### src/rtl/register_file_pkg.sv
// Shared constants for the register file, the reorder buffer and the dispatcher.
package register_file_pkg;
  localparam int         ROB_W_DEFAULT = 3;
  localparam int         NUM_REGS      = 32;
  localparam int         XLEN          = 32;
  localparam logic [4:0] REG_X0        = 5'd0;
endpackage

### src/rtl/register_file_if.sv
// Commit, rename and operand-read signals between RoB/dispatcher (master) and register file (slave).
interface register_file_if #(
  parameter int RoB_WIDTH = register_file_pkg::ROB_W_DEFAULT
) ();
  logic                 RF_update_en;
  logic [4:0]           RF_update_reg;
  logic [RoB_WIDTH-1:0] RF_update_index;
  logic [31:0]          RF_update_data;
  logic                 rename_en;
  logic [4:0]           rename_reg;
  logic [RoB_WIDTH-1:0] rename_index;
  logic [4:0]           rs1_addr;
  logic [4:0]           rs2_addr;
  logic [31:0]          rs1_val;
  logic                 rs1_busy;
  logic [RoB_WIDTH-1:0] rs1_tag;
  logic [31:0]          rs2_val;
  logic                 rs2_busy;
  logic [RoB_WIDTH-1:0] rs2_tag;

  modport master (
    output RF_update_en, RF_update_reg, RF_update_index, RF_update_data,
    output rename_en, rename_reg, rename_index, rs1_addr, rs2_addr,
    input  rs1_val, rs1_busy, rs1_tag, rs2_val, rs2_busy, rs2_tag
  );

  modport slave (
    input  RF_update_en, RF_update_reg, RF_update_index, RF_update_data,
    input  rename_en, rename_reg, rename_index, rs1_addr, rs2_addr,
    output rs1_val, rs1_busy, rs1_tag, rs2_val, rs2_busy, rs2_tag
  );
endinterface

### src/rtl/register_file_rf_read_port.sv
// One source-operand lookup: stored value, or the same-cycle commit value when it
// retires the producer this register is waiting on, otherwise the tag to wait for.
module rf_read_port
  import register_file_pkg::*;
#(
  parameter int RoB_WIDTH = ROB_W_DEFAULT
) (
  input  logic [4:0]           addr,
  input  logic [XLEN-1:0]      data_in,
  input  logic                 busy_in,
  input  logic [RoB_WIDTH-1:0] tag_in,
  input  logic                 upd_en,
  input  logic [4:0]           upd_reg,
  input  logic [RoB_WIDTH-1:0] upd_index,
  input  logic [XLEN-1:0]      upd_data,
  output logic [XLEN-1:0]      val,
  output logic                 busy,
  output logic [RoB_WIDTH-1:0] tag
);
  always_comb begin
    val  = data_in;
    busy = 1'b0;
    tag  = tag_in;
    if (addr == REG_X0) begin
      val = '0;
      tag = '0;
    end else if (busy_in) begin
      if (upd_en && (upd_reg == addr) && (upd_index == tag_in)) begin
        val = upd_data;
      end else begin
        busy = 1'b1;
      end
    end
  end
endmodule

### src/rtl/register_file.sv
// Architectural register file with per-register busy bit and newest-producer RoB tag.
module register_file
  import register_file_pkg::*;
#(
  parameter int RoB_WIDTH = ROB_W_DEFAULT,
  parameter int REG_COUNT = NUM_REGS
) (
  input  logic           clk_in,
  input  logic           rst_in,
  input  logic           rdy_in,
  input  logic           flush_signal,
  register_file_if.slave rf
);
  logic [XLEN-1:0]      data_q [REG_COUNT];
  logic [REG_COUNT-1:0] busy_q;
  logic [RoB_WIDTH-1:0] tag_q  [REG_COUNT];

  // x0 is never written, so it keeps its reset contents forever.
  always_ff @(posedge clk_in or posedge rst_in) begin
    if (rst_in) begin
      busy_q <= '0;
      for (int i = 0; i < REG_COUNT; i++) begin
        data_q[i] <= '0;
        tag_q[i]  <= '0;
      end
    end else if (rdy_in) begin
      for (int i = 1; i < REG_COUNT; i++) begin
        if (rf.RF_update_en && (rf.RF_update_reg == 5'(i))) begin
          data_q[i] <= rf.RF_update_data;
        end
        // A same-cycle rename outranks the commit: the register gets a younger owner.
        if (flush_signal) begin
          busy_q[i] <= 1'b0;
        end else if (rf.rename_en && (rf.rename_reg == 5'(i))) begin
          busy_q[i] <= 1'b1;
          tag_q[i]  <= rf.rename_index;
        end else if (rf.RF_update_en && (rf.RF_update_reg == 5'(i)) &&
                     busy_q[i] && (tag_q[i] == rf.RF_update_index)) begin
          busy_q[i] <= 1'b0;
        end
      end
    end
  end

  rf_read_port #(.RoB_WIDTH(RoB_WIDTH)) u_rs1 (
    .addr      (rf.rs1_addr),
    .data_in   (data_q[rf.rs1_addr]),
    .busy_in   (busy_q[rf.rs1_addr]),
    .tag_in    (tag_q[rf.rs1_addr]),
    .upd_en    (rf.RF_update_en),
    .upd_reg   (rf.RF_update_reg),
    .upd_index (rf.RF_update_index),
    .upd_data  (rf.RF_update_data),
    .val       (rf.rs1_val),
    .busy      (rf.rs1_busy),
    .tag       (rf.rs1_tag)
  );

  rf_read_port #(.RoB_WIDTH(RoB_WIDTH)) u_rs2 (
    .addr      (rf.rs2_addr),
    .data_in   (data_q[rf.rs2_addr]),
    .busy_in   (busy_q[rf.rs2_addr]),
    .tag_in    (tag_q[rf.rs2_addr]),
    .upd_en    (rf.RF_update_en),
    .upd_reg   (rf.RF_update_reg),
    .upd_index (rf.RF_update_index),
    .upd_data  (rf.RF_update_data),
    .val       (rf.rs2_val),
    .busy      (rf.rs2_busy),
    .tag       (rf.rs2_tag)
  );
endmodule

### src/flat_wrapper.sv
// flat-port wrapper written by rule: the top's interface ports become plain ports
module register_file_flat import register_file_pkg::*;
#(
  parameter int RoB_WIDTH = ROB_W_DEFAULT,
  parameter int REG_COUNT = NUM_REGS
)
  (clk_in, rst_in, rdy_in, flush_signal, rf_RF_update_en, rf_RF_update_reg, rf_RF_update_index, rf_RF_update_data, rf_rename_en, rf_rename_reg, rf_rename_index, rf_rs1_addr, rf_rs2_addr, rf_rs1_val, rf_rs1_busy, rf_rs1_tag, rf_rs2_val, rf_rs2_busy, rf_rs2_tag);
  register_file_if #(.RoB_WIDTH(RoB_WIDTH)) rf_i ();
  input  logic clk_in;
  input  logic rst_in;
  input  logic rdy_in;
  input  logic flush_signal;
  input wire logic [$bits(rf_i.RF_update_en)-1:0] rf_RF_update_en;
  input wire logic [$bits(rf_i.RF_update_reg)-1:0] rf_RF_update_reg;
  input wire logic [$bits(rf_i.RF_update_index)-1:0] rf_RF_update_index;
  input wire logic [$bits(rf_i.RF_update_data)-1:0] rf_RF_update_data;
  input wire logic [$bits(rf_i.rename_en)-1:0] rf_rename_en;
  input wire logic [$bits(rf_i.rename_reg)-1:0] rf_rename_reg;
  input wire logic [$bits(rf_i.rename_index)-1:0] rf_rename_index;
  input wire logic [$bits(rf_i.rs1_addr)-1:0] rf_rs1_addr;
  input wire logic [$bits(rf_i.rs2_addr)-1:0] rf_rs2_addr;
  output wire logic [$bits(rf_i.rs1_val)-1:0] rf_rs1_val;
  output wire logic [$bits(rf_i.rs1_busy)-1:0] rf_rs1_busy;
  output wire logic [$bits(rf_i.rs1_tag)-1:0] rf_rs1_tag;
  output wire logic [$bits(rf_i.rs2_val)-1:0] rf_rs2_val;
  output wire logic [$bits(rf_i.rs2_busy)-1:0] rf_rs2_busy;
  output wire logic [$bits(rf_i.rs2_tag)-1:0] rf_rs2_tag;
  assign rf_i.RF_update_en = rf_RF_update_en;
  assign rf_i.RF_update_reg = rf_RF_update_reg;
  assign rf_i.RF_update_index = rf_RF_update_index;
  assign rf_i.RF_update_data = rf_RF_update_data;
  assign rf_i.rename_en = rf_rename_en;
  assign rf_i.rename_reg = rf_rename_reg;
  assign rf_i.rename_index = rf_rename_index;
  assign rf_i.rs1_addr = rf_rs1_addr;
  assign rf_i.rs2_addr = rf_rs2_addr;
  assign rf_rs1_val = rf_i.rs1_val;
  assign rf_rs1_busy = rf_i.rs1_busy;
  assign rf_rs1_tag = rf_i.rs1_tag;
  assign rf_rs2_val = rf_i.rs2_val;
  assign rf_rs2_busy = rf_i.rs2_busy;
  assign rf_rs2_tag = rf_i.rs2_tag;
  register_file #(.RoB_WIDTH(RoB_WIDTH), .REG_COUNT(REG_COUNT)) u_core (.clk_in(clk_in), .rst_in(rst_in), .rdy_in(rdy_in), .flush_signal(flush_signal), .rf(rf_i));
endmodule
### config.mk
export PLATFORM = sky130hd
export DESIGN_NAME = register_file_flat
export DESIGN_NICKNAME = d
export VERILOG_FILES = /design/src/rtl/register_file_pkg.sv /design/src/rtl/register_file_if.sv /design/src/rtl/register_file_rf_read_port.sv /design/src/rtl/register_file.sv /design/src/flat_wrapper.sv
export SDC_FILE = /design/constraint.sdc
export NUM_CORES = 2
export LEC_CHECK = 0
export CAP_MARGIN = 20
export CELL_PAD_IN_SITES_DETAIL_PLACEMENT = 1
export CELL_PAD_IN_SITES_GLOBAL_PLACEMENT = 1
export CORE_MARGIN = 1
export CORE_UTILIZATION = 53
export CTS_CLUSTER_SIZE = 30
export DETAILED_ROUTE_END_ITERATION = 8
export PLACE_DENSITY_LB_ADDON = 0.1
export REMOVE_ABC_BUFFERS = 1
export SYNTH_ARGS = -nofsm -noshare
export SYNTH_HDL_FRONTEND = slang
export SYNTH_HIERARCHICAL = 1
export SYNTH_SLANG_ARGS = --single-unit
### constraint.sdc
create_clock -name clk_in -period 46.6 [get_ports clk_in]
set_input_delay 9.32 -clock clk_in [delete_from_list [all_inputs] [get_ports clk_in]]
set_output_delay 9.32 -clock clk_in [all_outputs]
set_load 0.02 [all_outputs]
==> results.yml <==
routing:
  routed_wire_length_per_instance_um: 37.8
  drt_pass1_iterations: 5
  drtAntennaViolNets: 0
  initialDrtViolationCount: 4553
  drt-vias-per-instance: 7.25
  route.detailed.drc: 0
  route.vias.total: 45800
  drt-total-wl_mm: 239
power:
  ir_worst_vdd_mv: 0.0375
  p_leak_uw: 0.0311
  p_total_uw: 2770
  cellPowerDensity_mw_per_mm2: 39.0
critical_path:
  cp_max_fo: 66
  rrSetupSlack_ns: 45.13
  reg2regPathDepth: 3
  crit_path_cell_trace: "buf_8 > nor2b_4 > buf_4 > a22o_1 > a211oi_1 > o31ai_1 > xnor2_1 > nand3_4 > o41ai_2 > a21oi_1 > clkdlybuf4s50_1"
  wp_data_required_ns: 37.28
  cp.arrival_ns: 14.78
  startpoint_type: "input port"
  regToRegStartpoint: "u_core/tag_q[34]"
  path_class: "input port to output port"
  cpPeakStageDelay_ns: 0.94
  critical_path.endpoint_type: "output port"
  rr_endpoint: "u_core/busy_q[20]"
  cp_slowest_cell: "nor2b_4"
global_route:
  largest_net_degree_at_the_start_of_global_routing: 144
  grt-ovfl-total: 0
  number_of_global_route_vias_before_repair: 48500
  antenna_found_initial: 6
  grt_first_pass_wirelength_mm: 349
  gr-usage-all-layers: 0.397
timing:
  finalHoldViolations: 0
  slew_headroom: 0.166
  final_worst_path_period_share: 0.517
  maxSlewViolCount: 0
  grt_setup_unrepaired: "no"
  setup_viol: 0
  fmax_mhz: 41.5
  fin_setup_tns_ns: 0
  fin_worst_skew_ns: 0.0160
  tightest_slew_ns: 1.25
  period_needed_ns: 24.10
cts:
  resized_after_cts: 0
  max-clock-path-buffers: 3
  cts_made_buffers: 130
  cts_tree: "yes"
  post-cts-setup-buffers: 0
  clk_latency_ns: 0.75
  postCtsHoldBufs: 0
  cts.reportedPaths.clkPinSlew_ns: 0.06
  tritoncts_num_sinks: 1116
  cts-root-buf: "clkbuf_16"
  cts-htree-levels: 4
final_layout:
  layout.filler_cells: 11300
  final_nets: 4667
  final_layout_size_suffix_gt1_frac: 0.438
  seq_area_mm2: 0.0279
  syn_to_final_growth_pct: 11.3
  multi_input_area_mm2: 0.0339
placed_design:
  finalWeightedCongestion: 0.851
  portBuffers: 135
  post-dp-hpwl_mm: 134
synthesis:
  netlist_top_cells_count: "1,116 x dfrtp_1, 1,065 x mux2_2, 432 x mux4_2"
  post-synth-top-count-cell: "dfrtp_1"
  netlist_top_cells_area: "dfrtp_1 44%, mux2_2 19%, mux4_2 15%"
  ys_async_sr_fraction: 1.00
  yosysSeqAreaShare: 0.437
  synthDominantCellAreaShare: 0.437
  synth_area_leader_cell: "dfrtp_1"
  ys_dominant_reg_cell: "dfrtp_1"
  netlist_area_pre_place_mm2: 0.0639
  synth-seq-cells: 1116
  syn_inst: 4699
  synth.avg_cell_area_um2: 13.6
  synth-warning-count: 78
  synth.distinct_cells: 48
  synth-edff-count: 0
die:
  dieHeight_um: 349
  floorplan.die_area_mm2: 0.122
  fp.coreArea_mm2: 0.120
  standard_cell_rows: 127
  die_w_um: 349
  floorplan.initialDensity: 0.533
  io_pins: 136
flow_run:
  drv.max_cap_violation_count: 0
worst_hold_path:
  holdPathEnd: "u_core/data_q[901]"
  class_of_the_tightest_hold_or_removal_check: "register to register"
  min_delay_path_depth: 2
  min-delay-start: "u_core/data_q[901]"
run_status:
  run_status: "finished, final reports clean"
## layout make-up
class | instances | share of cell area
clock buffers | 189 | 0.0543
flip-flops and latches | 1116 | 0.393
well taps | 1612 | 0.0284
inverters | 17 | 0.00104
diodes | 3 | 0.000106
clock inverters | 35 | 0.00642
repair buffers | 292 | 0.0409
multi-input cells | 3046 | 0.476
## logic make-up (layout without fill, tap and decap cells)
kind of cell    Yosys count  count (layout)  synth area share
xor+xnor                109             109            0.0149
other cells               0               3                 0
simple gates            506             506            0.0404
compound gates          694             694            0.0868
buf+inv                 537             533            0.0386
flops                  1116            1116             0.437
mux                    1737            1737             0.382
## per-layer routing
layer / wire (um) / vias up / global-route usage
met1: 94400 / 24700 / 0.532
li1: - / 17900 / -
met4: 12400 / 4 / 0.207
met5: 209 / - / 0.0112
met3: 22200 / 689 / 0.0946
met2: 109000 / 2495 / 0.601
## sequential cells by signal, indices dropped and copies added, names as in the netlist
name and count:
u_core/busy_q 31, u_core/tag_q 93, u_core/data_q 992
## worst max path at each step
stage | startpoint | end | slack [ns] | cells after the start
after global routing | rf_rs1_addr[0] | rf_rs1_val[3] | 22.29 | 11
after detailed placement | rf_rs1_addr[0] | rf_rs1_val[23] | 22.57 | 11
after floorplan | rst_in | u_core/busy_q[10] | 5.86 | 1
after CTS | rf_rs1_addr[0] | rf_rs1_val[3] | 22.52 | 11
final | rf_rs1_addr[0] | rf_rs1_val[27] | 22.50 | 11
after global placement | rf_rs1_addr[0] | rf_rs1_val[3] | 22.65 | 11
## layout by cell type (no fill, tap or decap), types with 64 or more instances in the layout
cell type        Yosys  final
o31ai_1             78     78
mux4_2             432    432
a22o_1             216    216
o21ai_0             72     72
nand4_1             64     64
o22ai_1             72     72
dfrtp_1           1116   1116
clkdlybuf4s50_1      0    120
a211oi_1            72     72
buf_4               18    137
mux2i_1            180    180
xnor2_1             70     70
nand2_1            232    228
mux2_2            1065   1065
a21oi_1             95     95
clkbuf_16            0    139
## critical path, delay by kind of cell
family,cells,cell delay [ns]
buffers and inverters,3,1.27
XOR/XNOR,1,0.24
AND/OR/NAND/NOR,2,1.74
AO/OA/AOI/OAI,5,1.78
## metrics by stage
| step | setup WS (ns) | utilization | hold slack (ns) | std cells | cell area, um2 |
|---|---|---|---|---|---|
| finish | 22.50 | 0.594 | 0.492 | 6310 | 71100 |
| global route | 22.29 | 0.594 | 0.523 | 6309 | 71100 |
| CTS | 22.52 | 0.591 | 0.496 | 6294 | 70800 |
| detailed placement | 22.57 | 0.555 | 0.482 | 6070 | 66500 |
| global placement | 22.65 | 0.554 | 0.471 | 6063 | 66300 |
| floorplan | 5.86 | - | 0.457 | 4179 | 61500 |
## report_power, final
group	internal [uW]	total (uW)	switching, uW	leakage, uW
sequential	1090	1190	103	0.0149
combinational	273	527	254	0.0141
clock	628	1050	423	0.00213
total	1990	2770	780	0.0311
Note: power is estimated with default switching activity, not from simulation.
